[config.mk]
export PLATFORM = sky130hd
export DESIGN_NAME = conv_pass_scheduler
export DESIGN_NICKNAME = d
export VERILOG_FILES = /design/src/rtl/conv_pkg.sv /design/src/rtl/sched_issue_tracker.sv /design/src/rtl/conv_pass_scheduler.sv
export SDC_FILE = /design/constraint.sdc
export NUM_CORES = 1
export LEC_CHECK = 0
export ABC_AREA = 0
export CAP_MARGIN = 15
export CELL_PAD_IN_SITES_DETAIL_PLACEMENT = 1
export CELL_PAD_IN_SITES_GLOBAL_PLACEMENT = 1
export CORE_UTILIZATION = 43
export DETAILED_ROUTE_END_ITERATION = 8
export GPL_TIMING_DRIVEN = 0
export PLACE_DENSITY = 0.91
export SYNTH_ARGS = -nofsm -noshare
export SYNTH_HDL_FRONTEND = slang
export SYNTH_SLANG_ARGS = --single-unit
[constraint.sdc]
create_clock -name clk -period 4 [get_ports clk]
set_input_delay 0.8 -clock clk [delete_from_list [all_inputs] [get_ports clk]]
set_output_delay 0.8 -clock clk [all_outputs]
set_load 0.02 [all_outputs]
[src/rtl/conv_pkg.sv]
// Shared types and constants for the convolution pass scheduler.
// Latency: n/a (declarations only).
// Backpressure: n/a.
package conv_pkg;

    typedef enum logic [2:0] {
        IDLE,
        LOAD,
        RUN,
        NEXT,
        DONE
    } sched_state_t;

    localparam int CNT_W_DEFAULT = 16;
    localparam int KSIZE_W       = 8;

endpackage

[src/rtl/sched_issue_tracker.sv]
// Counts issued and completed windows for one pass and generates per-lane READY.
// Latency: pe_ready is combinational from state/counters/ofifo_full; counters update next cycle.
// Backpressure: ofifo_full forces pe_ready low; a PE returning while blocked is remembered as idle.
module sched_issue_tracker
    import conv_pkg::*;
#(
    parameter int NUM_PE = 4,
    parameter int CNT_W  = CNT_W_DEFAULT
) (
    input  logic              clk,
    input  logic              rstn,
    input  logic              run,
    input  logic              enter_run,
    input  logic              clear,
    input  logic [CNT_W-1:0]  out_cols,
    input  logic [NUM_PE-1:0] lane_mask,
    input  logic              opsum_lead,
    input  logic              ofifo_full,
    output logic [NUM_PE-1:0] pe_ready,
    output logic [CNT_W-1:0]  win_done
);

    logic [CNT_W-1:0] issued;
    logic             pe_idle;
    logic             can_issue;
    logic             issue;

    // READY is offered to all active lanes while windows remain and the FIFO has room;
    // lane 0 stands in for the lockstep group when deciding an issue happened.
    always_comb begin
        can_issue = run && ({1'b0, issued} < {1'b0, out_cols}) && !ofifo_full;
        pe_ready  = can_issue ? lane_mask : '0;
        issue     = pe_ready[0] && (pe_idle || opsum_lead);
    end

    // Issued / completed window counters, cleared between passes.
    always_ff @(posedge clk or negedge rstn) begin
        if (!rstn) begin
            issued   <= '0;
            win_done <= '0;
        end else if (clear) begin
            issued   <= '0;
            win_done <= '0;
        end else begin
            if (issue) begin
                issued <= issued + 1'b1;
            end
            if (opsum_lead) begin
                win_done <= win_done + 1'b1;
            end
        end
    end

    // Tracks whether the PE group sits idle waiting for READY (start of pass, or
    // it returned a result while READY was held low).
    always_ff @(posedge clk or negedge rstn) begin
        if (!rstn) begin
            pe_idle <= 1'b0;
        end else if (enter_run) begin
            pe_idle <= 1'b1;
        end else if (issue) begin
            pe_idle <= 1'b0;
        end else if (opsum_lead && !pe_ready[0]) begin
            pe_idle <= 1'b1;
        end
    end

endmodule

[src/rtl/conv_pass_scheduler.sv]
// Steps a row-parallel PE group through a conv layer, NUM_PE output rows per pass.
// Latency: first READY two cycles after an accepted start; done one cycle after the last pass.
// Backpressure: ofifo_full stalls issuing; start is ignored while a layer is active.
module conv_pass_scheduler
    import conv_pkg::*;
#(
    parameter int NUM_PE = 4,
    parameter int CNT_W  = CNT_W_DEFAULT
) (
    input  logic               clk,
    input  logic               rstn,
    input  logic               start,
    input  logic [7:0]         cfg_kernel_size,
    input  logic [CNT_W-1:0]   cfg_out_cols,
    input  logic [CNT_W-1:0]   cfg_out_rows,
    input  logic [NUM_PE-1:0]  opsum_valid,
    input  logic               ofifo_full,
    output logic [NUM_PE-1:0]  pe_ready,
    output logic [7:0]         pe_kernel_size,
    output logic [NUM_PE-1:0]  lane_mask,
    output logic [CNT_W-1:0]   row_base,
    output logic [CNT_W-1:0]   win_done,
    output logic               busy,
    output logic               done,
    output logic               err_cfg,
    output logic               err_sync
);

    sched_state_t       state_q;
    sched_state_t       state_d;
    logic [CNT_W-1:0]   cols_q;
    logic [CNT_W-1:0]   rows_q;
    logic [CNT_W:0]     next_base;
    logic [CNT_W:0]     run_base;
    logic [NUM_PE-1:0]  mask_d;
    logic               cfg_ok;
    logic               accept;
    logic               reject;
    logic               more_rows;
    logic               pass_done;
    logic               run;
    logic               enter_run;
    logic               sync_bad;

    // Start qualification, pass arithmetic at CNT_W+1 bits, and the mask for the pass about to run.
    always_comb begin
        cfg_ok    = (cfg_kernel_size != '0) && (cfg_out_cols != '0) && (cfg_out_rows != '0);
        accept    = (state_q == IDLE) && start && cfg_ok;
        reject    = (state_q == IDLE) && start && !cfg_ok;
        next_base = {1'b0, row_base} + (CNT_W+1)'(NUM_PE);
        more_rows = next_base < {1'b0, rows_q};
        pass_done = {1'b0, win_done} >= {1'b0, cols_q};
        run_base  = (state_q == NEXT) ? next_base : '0;
        mask_d    = '0;
        for (int i = 0; i < NUM_PE; i++) begin
            mask_d[i] = (run_base + (CNT_W+1)'(i)) < {1'b0, rows_q};
        end
        sync_bad  = (opsum_valid[0] && ((opsum_valid & lane_mask) != lane_mask))
                  || ((opsum_valid & ~lane_mask) != '0);
    end

    // FSM state register.
    always_ff @(posedge clk or negedge rstn) begin
        if (!rstn) begin
            state_q <= IDLE;
        end else begin
            state_q <= state_d;
        end
    end

    // FSM next-state logic.
    always_comb begin
        state_d = state_q;
        case (state_q)
            IDLE:    state_d = accept ? LOAD : IDLE;
            LOAD:    state_d = RUN;
            RUN:     state_d = pass_done ? NEXT : RUN;
            NEXT:    state_d = more_rows ? RUN : DONE;
            DONE:    state_d = IDLE;
            default: state_d = IDLE;
        endcase
    end

    // FSM outputs.
    always_comb begin
        busy      = (state_q != IDLE) && (state_q != DONE);
        done      = (state_q == DONE);
        run       = (state_q == RUN);
        enter_run = (state_d == RUN) && (state_q != RUN);
    end

    // Layer configuration shadow registers, captured on an accepted start.
    always_ff @(posedge clk or negedge rstn) begin
        if (!rstn) begin
            pe_kernel_size <= '0;
            cols_q         <= '0;
            rows_q         <= '0;
        end else if (accept) begin
            pe_kernel_size <= cfg_kernel_size;
            cols_q         <= cfg_out_cols;
            rows_q         <= cfg_out_rows;
        end
    end

    // Pass position: row_base restarts per layer and steps by NUM_PE; mask refreshed on RUN entry.
    always_ff @(posedge clk or negedge rstn) begin
        if (!rstn) begin
            row_base  <= '0;
            lane_mask <= '0;
        end else begin
            if (accept) begin
                row_base <= '0;
            end else if ((state_q == NEXT) && more_rows) begin
                row_base <= next_base[CNT_W-1:0];
            end
            if (enter_run) begin
                lane_mask <= mask_d;
            end
        end
    end

    // Error flags: config rejection pulses, lockstep loss is sticky until the next accepted start.
    always_ff @(posedge clk or negedge rstn) begin
        if (!rstn) begin
            err_cfg  <= 1'b0;
            err_sync <= 1'b0;
        end else begin
            err_cfg <= reject;
            if (accept) begin
                err_sync <= 1'b0;
            end else if (sync_bad) begin
                err_sync <= 1'b1;
            end
        end
    end

    sched_issue_tracker #(
        .NUM_PE (NUM_PE),
        .CNT_W  (CNT_W)
    ) u_tracker (
        .clk        (clk),
        .rstn       (rstn),
        .run        (run),
        .enter_run  (enter_run),
        .clear      ((state_q == NEXT) || accept),
        .out_cols   (cols_q),
        .lane_mask  (lane_mask),
        .opsum_lead (opsum_valid[0]),
        .ofifo_full (ofifo_full),
        .pe_ready   (pe_ready),
        .win_done   (win_done)
    );

endmodule

==> run metrics, run 1 <==
CTS Buf Count 9; CP required 3200 ps; worst min-delay path category input pin to async pin; max cap viols 0; area of the die 17300 sq um; Initial DRC Count 366; worst-case vdd ir drop 0.242 mV; leak pwr 4.08 nW; Final Hold Viols 0; Synth Cell Area around 7000 sq um; core area 16100 sq um; area growth from synthesis to layout 22.8%; max_slew headroom 0.287; Least-Margin Pin Slew 1040 ps; GRT Total Usage 0.275; number of H-tree levels 3; Die Width 131 um; die height between 100 and 150 um; Mapped Avg Cell Area 9.23 sq um; Clock Sinks 96; antenna violations before repair 0; minimum clock period around 3800 ps; Pre-Repair DR Iteration Count 4; Post-layout nets about 1.0k; pwr dens about 500 nW/um^2; clk_lat worst skew 370 ps; critical path class register to output port; warnings from Yosys 0; Synth top cells by count dfrtp_1, ha_1, inv_1; CTS tree yes; FF+latch count, synth 96; Distinct cells, synth 65; EDFF count, synth 0; vias per cell between 5 and 6; GRT Residual Overflow 0; HPWL Detailed about 18000 um; Inserted Diodes 0; ys async rst share 1.00; Hold Slack 504 ps; Final Wtd Congestion ~0.87; Clock Tree Buf Depth 2; WL/cell between 20 and 25 um; drt drc 0; status finished, final reports clean; Routed Antenna Nets 0; Synth Flop Type dfrtp_1; Initial Util 0.447; most numerous cell in the Yosys netlist dfrtp_1; Critical Path AT a little over 3000 ps; mux cell area share after synthesis 0.0825; Crit Path Max Fanout 19; clock slew at reported path FFs 70 ps; largest net degree at the start of global routing 56; proportion of netlist area held by the largest area contributor 0.334; simple-gate portion of the synthesized area 0.184; # setup viols final 0; Adder-Cell Fraction of Synth Area 0.158; period utilisation layout 0.958; io pins 100; vias in the first global route 7208; Post-Route Skew between 10 and 15 ps; Port Buffer Count 96; sequential share of the synthesized area 0.334; Fmax 0.261 GHz; Post-Synth XOR/XNOR Area 0.0436; share of layout cells above drive strength 1 0.108; DRT Wirelength around 23000 um; routed via count approximately 6.5k; Setup TNS 0 ps; Post-Syn Instances 780; clk root buf clkbuf_16; critical path capture point type output port; Yosys top cell by area dfrtp_1; Slew Viols, Final 0; Synth area leaders dfrtp_1, ha_1, mux2_2; CP Launch Type register; # rows 46; first-pass GRT wire length 37600 um; Compound-Gate Fraction of Synth Area 0.147; main combinational cell family by area after synthesis simple AND/OR/NAND/NOR gates
## per-layer routing
metal  global-route usage  wire [um]  vias up
met5                    0          0        -
met1                0.318       9410     3278
met2                0.501      12000      155
li1                     -          -     3056
met3               0.0378        842       52
met4                0.125        779        0
## report_power, final
group / total (mW) / internal (mW) / switching [mW] / leakage, nW
Combinational: 2.18 / 0.939 / 1.24 / 2.72
Sequential: 1.50 / 1.26 / 0.246 / 1.22
Clock: 0.877 / 0.471 / 0.407 / 0.142
## final timing paths
check	endpoint	slack, ps	cells past startpoint	from
setup / recovery	pe_ready[0]	170	7	u_tracker.issued[14]$_DFFE_PN0P_
max in group asynchronous	lane_mask[3]$_DFFE_PN0P_	2790	2	rstn
hold / removal	cols_q[11]$_DFFE_PN0P_	500	1	rstn
setup reg to reg	lane_mask[2]$_DFFE_PN0P_	240	13	row_base[3]$_DFFE_PN0N_
hold reg to reg	cols_q[12]$_DFFE_PN0P_	510	1	cols_q[12]$_DFFE_PN0P_
min in group clk	cols_q[12]$_DFFE_PN0P_	510	1	cols_q[12]$_DFFE_PN0P_
## placed cells by master, fill, tap and decap left out, types with 6 or more instances in the layout
master | Yosys | final
buf_2 | 7 | 6
nand3_1 | 32 | 32
a21o_1 | 16 | 16
o211ai_1 | 6 | 6
mux2_2 | 43 | 43
nand2_1 | 52 | 52
clkbuf_1 | 18 | 15
nor2_1 | 53 | 52
and2_1 | 17 | 17
nand2b_1 | 8 | 8
conb_1 | 2 | 7
xnor2_1 | 22 | 21
o31ai_1 | 10 | 10
nor4_1 | 18 | 17
xor2_1 | 12 | 11
a21oi_1 | 39 | 39
a31oi_1 | 8 | 8
ha_1 | 91 | 90
and3_1 | 7 | 7
or4_1 | 9 | 9
clkdlybuf4s50_1 | 0 | 95
dfrtp_1 | 96 | 96
mux2i_1 | 11 | 11
nor3_1 | 8 | 7
o21ai_0 | 26 | 26
nand4_1 | 18 | 18
or3_1 | 7 | 7
a211oi_1 | 12 | 12
buf_4 | 2 | 6
clkbuf_16 | 0 | 9
inv_1 | 62 | 62
## timing repair
action,CTS,global route
pin swaps,1,1
hold buffers,0,0
resized for setup,7,13
endpoints found under the setup margin,24,25
buffers inserted,2,1
## worst max-delay path, stage by stage (launching register included)
cell	delay, ps
dfrtp_1	440
ha_1	330
nand4_1	160
or4_1	610
o211ai_2	280
buf_6	220
nor2_1	70
clkdlybuf4s50_1	550
## flip-flops by register name (all words and copies together) (netlist names)
signal,cells
u_tracker.pe_idle,1
err_cfg,1
row_base,14
rows_q,16
cols_q,16
lane_mask,4
err_sync,1
state_q,3
u_tracker.issued,16
u_tracker.win_done,16
pe_kernel_size,8
## logic make-up after synthesis
| group | count (synthesis) |
|---|---|
| adders and majority gates | 91 |
| DFF | 96 |
| other | 2 |
| muxes | 54 |
| xor gates and xnor gates | 35 |
| AOI/OAI and AO/OA | 158 |
| and+or+nand+nor | 252 |
| buffers and inverters | 92 |
## per-stage QoR
step / std cells / utilization / setup slack [ps] / cell area, sq um / total power, mW
floorplan: 785 / - / 295 / 7220 / 2.80
global route: 1115 / 0.549 / -0.542 / 8840 / 4.85
CTS: 1114 / 0.546 / 27.3 / 8790 / 4.51
global placement: 1097 / 0.524 / -1510 / 8450 / 3.43
finish: 1115 / 0.549 / 169 / 8840 / 4.56
detailed placement: 1098 / 0.526 / -311 / 8470 / 3.61
## area by class of cell
type                            instances  area, sq um
Inverter                               62          233
Timing Repair Buffer                  100         1000
Multi-Input combinational cell        597         4520
Sequential cell                        96         2400
Clock buffer                           13          270
Fill cell                            1877         7270
Buffer                                 29          138
Tap cell                              216          270
Clock inverter                          2         13.8
Note: power is estimated with default switching activity, not from simulation.
==> inputs of run 2 (changes only) <==
--- a/config.mk
+++ b/config.mk
@@ -6,7 +6,7 @@
 export NUM_CORES = 1
 export LEC_CHECK = 0
 export ABC_AREA = 0
-export CAP_MARGIN = 15
+export CAP_MARGIN = 20
 export CELL_PAD_IN_SITES_DETAIL_PLACEMENT = 1
 export CELL_PAD_IN_SITES_GLOBAL_PLACEMENT = 1
 export CORE_UTILIZATION = 43
==> results of run 2 <==
No change in the layout: final DEF, timing and power equal those of run 1.
